==> src/rtl/mem_seq_pkg.sv <==
// Shared types and constants for the MEM-stage matrix/scalar port sequencer.
package mem_seq_pkg;

    typedef enum logic [1:0] {
        IDLE  = 2'd0,
        BURST = 2'd1,
        DONE  = 2'd2
    } seq_state_e;

    localparam logic [1:0] BYTE_SEL_WORD = 2'b10;
    localparam int         MX_WORDS_DEF  = 4;
    localparam int         WORD_BYTES    = 4;

endpackage

==> src/rtl/mem_matrix_seq_if.sv <==
// Bus bundle between the pipeline, the matrix unit, the sequencer and the data memory.
// slave = sequencer side, master = pipeline/matrix/memory side.
interface mem_matrix_seq_if
    import mem_seq_pkg::*;
#(
    parameter int ADDR_W   = 32,
    parameter int MX_WORDS = MX_WORDS_DEF
);
    logic [ADDR_W-1:0]       sc_addr;
    logic [31:0]             sc_wdata;
    logic                    sc_r_en;
    logic                    sc_w_en;
    logic [1:0]              sc_byte_sel;
    logic [31:0]             sc_rdata;

    logic                    mx_req_valid;
    logic                    mx_req_ready;
    logic                    mx_req_write;
    logic [ADDR_W-1:0]       mx_base_addr;
    logic [MX_WORDS*32-1:0]  mx_wdata;
    logic [MX_WORDS*32-1:0]  mx_rdata;
    logic                    mx_done;
    logic                    stall;

    logic [ADDR_W-1:0]       mem_addr;
    logic [31:0]             mem_wdata;
    logic                    mem_r_en;
    logic                    mem_w_en;
    logic [1:0]              mem_byte_sel;
    logic [31:0]             mem_rdata;

    modport slave (
        input  sc_addr, sc_wdata, sc_r_en, sc_w_en, sc_byte_sel,
        output sc_rdata,
        input  mx_req_valid, mx_req_write, mx_base_addr, mx_wdata,
        output mx_req_ready, mx_rdata, mx_done, stall,
        output mem_addr, mem_wdata, mem_r_en, mem_w_en, mem_byte_sel,
        input  mem_rdata
    );

    modport master (
        output sc_addr, sc_wdata, sc_r_en, sc_w_en, sc_byte_sel,
        input  sc_rdata,
        output mx_req_valid, mx_req_write, mx_base_addr, mx_wdata,
        input  mx_req_ready, mx_rdata, mx_done, stall,
        input  mem_addr, mem_wdata, mem_r_en, mem_w_en, mem_byte_sel,
        output mem_rdata
    );

endinterface

==> src/rtl/mem_port_mux.sv <==
// Steers the single data-memory port between the scalar path and the burst engine;
// scalar read data and enables are blanked whenever the sequencer is not idle.
module mem_port_mux
    import mem_seq_pkg::*;
#(
    parameter int ADDR_W = 32
) (
    input  seq_state_e         state,
    input  logic [ADDR_W-1:0]  burst_addr,
    input  logic [31:0]        burst_wdata,
    input  logic               burst_write,
    input  logic [ADDR_W-1:0]  sc_addr,
    input  logic [31:0]        sc_wdata,
    input  logic               sc_r_en,
    input  logic               sc_w_en,
    input  logic [1:0]         sc_byte_sel,
    input  logic [31:0]        mem_rdata,
    output logic [31:0]        sc_rdata,
    output logic [ADDR_W-1:0]  mem_addr,
    output logic [31:0]        mem_wdata,
    output logic               mem_r_en,
    output logic               mem_w_en,
    output logic [1:0]         mem_byte_sel
);

    always_comb begin
        mem_addr     = sc_addr;
        mem_wdata    = sc_wdata;
        mem_r_en     = sc_r_en;
        mem_w_en     = sc_w_en;
        mem_byte_sel = sc_byte_sel;
        sc_rdata     = mem_rdata;
        if (state != IDLE) begin
            // DONE keeps the burst address on the bus but leaves the port quiet
            sc_rdata     = '0;
            mem_addr     = burst_addr;
            mem_wdata    = burst_wdata;
            mem_byte_sel = BYTE_SEL_WORD;
            mem_r_en     = (state == BURST) && !burst_write;
            mem_w_en     = (state == BURST) &&  burst_write;
        end
    end

endmodule

==> src/rtl/mem_matrix_seq.sv <==
// MEM-stage port sequencer: splits matrix row load/store into word beats and stalls the pipeline.
// Optional MEM_SEQ_PERF_EN adds saturating burst-beat and stall-cycle counters.
module mem_matrix_seq
    import mem_seq_pkg::*;
#(
    parameter int MX_WORDS = MX_WORDS_DEF,
    parameter int ADDR_W   = 32,
    parameter int CNT_W    = $clog2(MX_WORDS)
) (
    input  logic              clk,
    input  logic              rst,
    mem_matrix_seq_if.slave   bus
`ifdef MEM_SEQ_PERF_EN
    ,
    output logic [31:0]       perf_beats,
    output logic [31:0]       perf_stall
`endif
);

    localparam logic [CNT_W-1:0] LAST_BEAT = CNT_W'(MX_WORDS - 1);

    seq_state_e              state_reg;
    logic [CNT_W-1:0]        beat_reg;
    logic [ADDR_W-1:0]       base_reg;
    logic [MX_WORDS*32-1:0]  wdata_reg;
    logic                    write_reg;
    logic                    done_reg;

    logic [ADDR_W-1:0]       burst_addr;
    logic [31:0]             burst_wdata;
    logic                    load_beat;

    assign bus.mx_req_ready = (state_reg == IDLE) && !bus.sc_r_en && !bus.sc_w_en;
    assign bus.stall        = (state_reg != IDLE);
    assign bus.mx_done      = done_reg;

    // Address arithmetic wraps modulo 2^ADDR_W by construction
    assign burst_addr  = base_reg + ADDR_W'(beat_reg) * ADDR_W'(WORD_BYTES);
    assign burst_wdata = wdata_reg[{beat_reg, 5'b00000} +: 32];
    assign load_beat   = (state_reg == BURST) && !write_reg;

    always_ff @(posedge clk or negedge rst) begin
        if (!rst) begin
            state_reg <= IDLE;
            beat_reg  <= '0;
            base_reg  <= '0;
            wdata_reg <= '0;
            write_reg <= 1'b0;
            done_reg  <= 1'b0;
        end else begin
            case (state_reg)
                IDLE: begin
                    if (bus.mx_req_valid && bus.mx_req_ready) begin
                        base_reg  <= bus.mx_base_addr & ~ADDR_W'(3);
                        wdata_reg <= bus.mx_wdata;
                        write_reg <= bus.mx_req_write;
                        beat_reg  <= '0;
                        state_reg <= BURST;
                    end
                end
                BURST: begin
                    if (beat_reg == LAST_BEAT) begin
                        state_reg <= DONE;
                        done_reg  <= 1'b1;
                    end else begin
                        beat_reg <= beat_reg + 1'b1;
                    end
                end
                DONE: begin
                    done_reg  <= 1'b0;
                    state_reg <= IDLE;
                end
                default: begin
                    done_reg  <= 1'b0;
                    state_reg <= IDLE;
                end
            endcase
        end
    end

    // One capture register per row word; a store burst never touches them
    generate
        for (genvar gi = 0; gi < MX_WORDS; gi++) begin : g_word
            logic [31:0] word_reg;

            always_ff @(posedge clk or negedge rst) begin
                if (!rst) begin
                    word_reg <= '0;
                end else if (load_beat && (beat_reg == CNT_W'(gi))) begin
                    word_reg <= bus.mem_rdata;
                end
            end

            assign bus.mx_rdata[32*gi +: 32] = word_reg;
        end
    endgenerate

    mem_port_mux #(
        .ADDR_W (ADDR_W)
    ) u_mux (
        .state        (state_reg),
        .burst_addr   (burst_addr),
        .burst_wdata  (burst_wdata),
        .burst_write  (write_reg),
        .sc_addr      (bus.sc_addr),
        .sc_wdata     (bus.sc_wdata),
        .sc_r_en      (bus.sc_r_en),
        .sc_w_en      (bus.sc_w_en),
        .sc_byte_sel  (bus.sc_byte_sel),
        .mem_rdata    (bus.mem_rdata),
        .sc_rdata     (bus.sc_rdata),
        .mem_addr     (bus.mem_addr),
        .mem_wdata    (bus.mem_wdata),
        .mem_r_en     (bus.mem_r_en),
        .mem_w_en     (bus.mem_w_en),
        .mem_byte_sel (bus.mem_byte_sel)
    );

`ifdef MEM_SEQ_PERF_EN
    always_ff @(posedge clk or negedge rst) begin
        if (!rst) begin
            perf_beats <= '0;
            perf_stall <= '0;
        end else begin
            if ((state_reg == BURST) && (perf_beats != '1)) begin
                perf_beats <= perf_beats + 1'b1;
            end
            if (bus.stall && (perf_stall != '1)) begin
                perf_stall <= perf_stall + 1'b1;
            end
        end
    end
`endif

endmodule

==> src/flat_wrapper.sv <==
// flat-port wrapper written by rule: the top's interface ports become plain ports
module mem_matrix_seq_flat import mem_seq_pkg::*;
#(
    parameter int MX_WORDS = MX_WORDS_DEF,
    parameter int ADDR_W   = 32,
    parameter int CNT_W    = $clog2(MX_WORDS)
)
  (clk, rst, bus_sc_addr, bus_sc_wdata, bus_sc_r_en, bus_sc_w_en, bus_sc_byte_sel, bus_sc_rdata, bus_mx_req_valid, bus_mx_req_write, bus_mx_base_addr, bus_mx_wdata, bus_mx_req_ready, bus_mx_rdata, bus_mx_done, bus_stall, bus_mem_addr, bus_mem_wdata, bus_mem_r_en, bus_mem_w_en, bus_mem_byte_sel, bus_mem_rdata);
  mem_matrix_seq_if #(.ADDR_W(ADDR_W), .MX_WORDS(MX_WORDS)) bus_i ();
  input  logic clk;
  input  logic rst;
  input wire logic [$bits(bus_i.sc_addr)-1:0] bus_sc_addr;
  input wire logic [$bits(bus_i.sc_wdata)-1:0] bus_sc_wdata;
  input wire logic [$bits(bus_i.sc_r_en)-1:0] bus_sc_r_en;
  input wire logic [$bits(bus_i.sc_w_en)-1:0] bus_sc_w_en;
  input wire logic [$bits(bus_i.sc_byte_sel)-1:0] bus_sc_byte_sel;
  output wire logic [$bits(bus_i.sc_rdata)-1:0] bus_sc_rdata;
  input wire logic [$bits(bus_i.mx_req_valid)-1:0] bus_mx_req_valid;
  input wire logic [$bits(bus_i.mx_req_write)-1:0] bus_mx_req_write;
  input wire logic [$bits(bus_i.mx_base_addr)-1:0] bus_mx_base_addr;
  input wire logic [$bits(bus_i.mx_wdata)-1:0] bus_mx_wdata;
  output wire logic [$bits(bus_i.mx_req_ready)-1:0] bus_mx_req_ready;
  output wire logic [$bits(bus_i.mx_rdata)-1:0] bus_mx_rdata;
  output wire logic [$bits(bus_i.mx_done)-1:0] bus_mx_done;
  output wire logic [$bits(bus_i.stall)-1:0] bus_stall;
  output wire logic [$bits(bus_i.mem_addr)-1:0] bus_mem_addr;
  output wire logic [$bits(bus_i.mem_wdata)-1:0] bus_mem_wdata;
  output wire logic [$bits(bus_i.mem_r_en)-1:0] bus_mem_r_en;
  output wire logic [$bits(bus_i.mem_w_en)-1:0] bus_mem_w_en;
  output wire logic [$bits(bus_i.mem_byte_sel)-1:0] bus_mem_byte_sel;
  input wire logic [$bits(bus_i.mem_rdata)-1:0] bus_mem_rdata;
  assign bus_i.sc_addr = bus_sc_addr;
  assign bus_i.sc_wdata = bus_sc_wdata;
  assign bus_i.sc_r_en = bus_sc_r_en;
  assign bus_i.sc_w_en = bus_sc_w_en;
  assign bus_i.sc_byte_sel = bus_sc_byte_sel;
  assign bus_sc_rdata = bus_i.sc_rdata;
  assign bus_i.mx_req_valid = bus_mx_req_valid;
  assign bus_i.mx_req_write = bus_mx_req_write;
  assign bus_i.mx_base_addr = bus_mx_base_addr;
  assign bus_i.mx_wdata = bus_mx_wdata;
  assign bus_mx_req_ready = bus_i.mx_req_ready;
  assign bus_mx_rdata = bus_i.mx_rdata;
  assign bus_mx_done = bus_i.mx_done;
  assign bus_stall = bus_i.stall;
  assign bus_mem_addr = bus_i.mem_addr;
  assign bus_mem_wdata = bus_i.mem_wdata;
  assign bus_mem_r_en = bus_i.mem_r_en;
  assign bus_mem_w_en = bus_i.mem_w_en;
  assign bus_mem_byte_sel = bus_i.mem_byte_sel;
  assign bus_i.mem_rdata = bus_mem_rdata;
  mem_matrix_seq #(.MX_WORDS(MX_WORDS), .ADDR_W(ADDR_W), .CNT_W(CNT_W)) u_core (.clk(clk), .rst(rst), .bus(bus_i));
endmodule
==> config.mk <==
export PLATFORM = sky130hd
export DESIGN_NAME = mem_matrix_seq_flat
export DESIGN_NICKNAME = d
export VERILOG_FILES = /design/src/rtl/mem_seq_pkg.sv /design/src/rtl/mem_matrix_seq_if.sv /design/src/rtl/mem_port_mux.sv /design/src/rtl/mem_matrix_seq.sv /design/src/flat_wrapper.sv
export SDC_FILE = /design/constraint.sdc
export NUM_CORES = 1
export LEC_CHECK = 0
export ABC_AREA = 1
export CAP_MARGIN = 20
export CORE_UTILIZATION = 30
export CTS_BUF_LIST = sky130_fd_sc_hd__clkbuf_16
export CTS_CLUSTER_DIAMETER = 100
export DETAILED_ROUTE_END_ITERATION = 8
export PLACE_DENSITY = 0.55
export SLEW_MARGIN = 40
export SYNTH_ARGS = -nofsm -noshare
export SYNTH_HDL_FRONTEND = slang
export SYNTH_HIERARCHICAL = 1
export SYNTH_SLANG_ARGS = --single-unit
==> constraint.sdc <==
create_clock -name clk -period 2.27 [get_ports clk]
set_input_delay 0.3405 -clock clk [delete_from_list [all_inputs] [get_ports clk]]
set_output_delay 0.3405 -clock clk [all_outputs]
set_load 0.01 [all_outputs]
==> metrics.txt <==
status finished, violations left; failing checks setup timing; CTS tree yes; commonest non-fill, non-tap cell in the layout nand2_1; fin crit share 118.0%; layout cells sized above 1 18.58%; Routed wire per std cell 17.98 µm; fin. max-slew vios 0; post-synthesis register bit count 292; R2R cell count 8; Via-to-Cell Ratio 4.642; final hold violations 0; Comb power frac 50.9%; post-route cell area 0.02258 mm²; Clock Latency Late Sink 550 ps; Crit. End Element output port; Worst slew margin 60.24%; First-pass DRT Iterations 5; core area 0.04567 mm²; Synth Cell Area 0.01399 mm²; sequential share of the synthesized area 52.22%; Register Area 0.007312 mm²; multi-input logic area 0.005944 mm²; die area 0.04751 mm²; setup slack after placement -476.2 ps; global-route wire length before repair 82120 µm; Setup CP Type register to output port; largest net degree at the start of global routing 66; Fillers 4409; max-cap viol count 0; Pwr Density 1333 mW/mm²; Hold Path Stages 3; Fmax 0.3734 GHz; Final GP Congestion 0.8462; Reg clk slew, reported paths 60 ps; RSZ-0062 raised after global routing true; Clk pwr share 17.3%; largest buffer count on any clock path 3; Cell Int Power 18330 µW; final setup margin -408.0 ps; sequential share of power 31.8%; Via Count 13940; commonest cells after routing, fill and taps aside 486 x nand2_1, 389 x clkdlybuf4s50_1, 288 x dfrtp_1, 235 x inv_1, 206 x o21ai_0; GRT Util Overall 22.59%; IO Pins 495; worst min-delay path category input pin to register; Iteration-0 DRC Markers 823; cells after synthesis 1795; Final Net Count 2640; number of port buffers 492; Tot Pwr 30080 µW; Worst EP arrival 2340 ps; H-tree Lvls 2; startpoint types register; clk_skew 27.29 ps; via count of the first global-routing pass 14010; crit-path max FO 4; final hold slack 330.9 ps; Area Overhead vs Synth 61.34%; initial antenna violation count 11; CP required 1930 ps; Routed Antenna Nets 0; clk root buf clkbuf_16; die span in x 218.0 µm; peak supply drop 0.7023 mV; Final setup viols 62; Inserted Clock Buffers 36; Chip Height 218.0 µm; clock sinks 292; syn avg cell area 7.796 µm²; GRT overflow 0; DRC viols 0; Detailed Place HPWL 36830 µm; min cycle time layout 2678 ps; Starting Density 30.64%; Sw Pwr 11760 µW; post-synth cell types 30; Synth warnings 6; DP Area 0.01996 mm²; Sw Ratio 39.09%; P_leak 0.01109 µW; row count 78; total negative slack -12480 ps; WL final 53990 µm; worst-margin pin slew 596.5 ps
==> per-stage QoR <==
stage / instances / utilization (%)
2_1_floorplan: 1796 / -
3_3_place_gp: 2859 / 43.70
3_5_place_dp: 2859 / 43.70
4_1_cts: 2992 / 48.68
5_1_grt: 3002 / 49.42
6_report: 3003 / 49.43
==> timing repair <==
item	4_1_cts	5_1_grt
pin swaps	63	47
cloned	17	1
hold buffers	1	0
setup endpoints to repair	102	96
buffers inserted	51	9
hold endpoints to repair	55	0
resized for setup	646	146
==> cell type report <==
class | instances | share of cell area (%)
sequential | 292 | 32.39
timing repair buffer | 637 | 28.93
multi-input combinational | 1160 | 26.33
inverter | 241 | 4.201
clock buffer | 36 | 3.990
tap | 600 | 3.325
clock inverter | 28 | 0.6927
antenna | 8 | 0.08867
timing repair inverter | 1 | 0.04988
==> cell usage after synthesis <==
master    count  area (µm²)
nand3_2       4       40.04
nor2_8        1       20.02
clkbuf_1     49       183.9
inv_2         2       7.510
dfrtp_1     292        7307
buf_4         1       7.510
buf_2        35       175.2
nor2_1      153       574.3
buf_6        17       191.4
o21ai_0     313        1567
o22ai_1      32       200.2
ha_1          6       75.07
o21ai_1      99       495.5
nor2_2        1       6.260
nor3_1        3       15.01
a21oi_1       5       25.02
xnor2_1       7       61.31
inv_1       238       893.4
clkinv_1      1       3.750
fa_1          1       20.02
nand2_2       1       6.260
nand2_1     501        1881
conb_1        1       3.750
nand3_1      10       50.05
xor2_1        8       70.07
nor3_4        1       16.27
nor2_4        1       11.26
o21bai_1      1       7.510
buf_1         1       3.750
nand3b_1     10       75.07
==> metal layers <==
| metal | vias up | track usage (%) | routed length [µm] |
|---|---|---|---|
| li1 | 6813 | - | - |
| met1 | 6622 | 28.22 | 22620 |
| met2 | 422 | 37.68 | 26160 |
| met3 | 77 | 5.272 | 3657 |
| met4 | 6 | 8.578 | 1511 |
| met5 | - | 0 | 41 |
==> cell families after synthesis <==
| logic type | count (synthesis) | synth area share (%) |
|---|---|---|
| flip-flops | 292 | 52.22 |
| other | 1 | 0.02680 |
| buffers and inverters | 344 | 10.48 |
| AO/OA/AOI/OAI | 450 | 16.40 |
| AND/OR/NAND/NOR | 686 | 19.26 |
| adder cells (fa/ha/maj) | 7 | 0.6795 |
| XOR/XNOR | 15 | 0.9389 |
==> power groups by stage <==
stage	Sequential (µW)	Clock (µW)	Combinational, µW
final	9560	5200	15300
after global routing	9870	5570	16700
after CTS	9500	5370	15100
after detailed placement	9380	0	13300
after global placement	9340	0	13200
after floorplan	9610	0	5600
==> final timing paths <==
path	to	slack, ps	startpoint
max in group asynchronous	u_core/g_word[1].word_reg[6]	1170	rst
max reg2reg	u_core/g_word[3].word_reg[2]	200	u_core/beat_reg[0]
max	bus_mem_addr[16]	-410	u_core/beat_reg[0]
min in group asynchronous	u_core/wdata_reg[19]	350	rst
min reg2reg	u_core/g_word[2].word_reg[4]	480	u_core/g_word[2].word_reg[4]
min	u_core/wdata_reg[57]	330	bus_mx_wdata[57]
==> critical path: stages (launching register included) <==
cell and delay [ps]:
dfrtp_2 440, ha_4 180, fa_2 420, nand3_4 130, nor2_4 70, buf_6 130
nand3_4 50, xnor2_2 100, o21ai_1 80, nand2_1 60, buf_2 120
No activity file was read; power rests on OpenSTA's default activity.
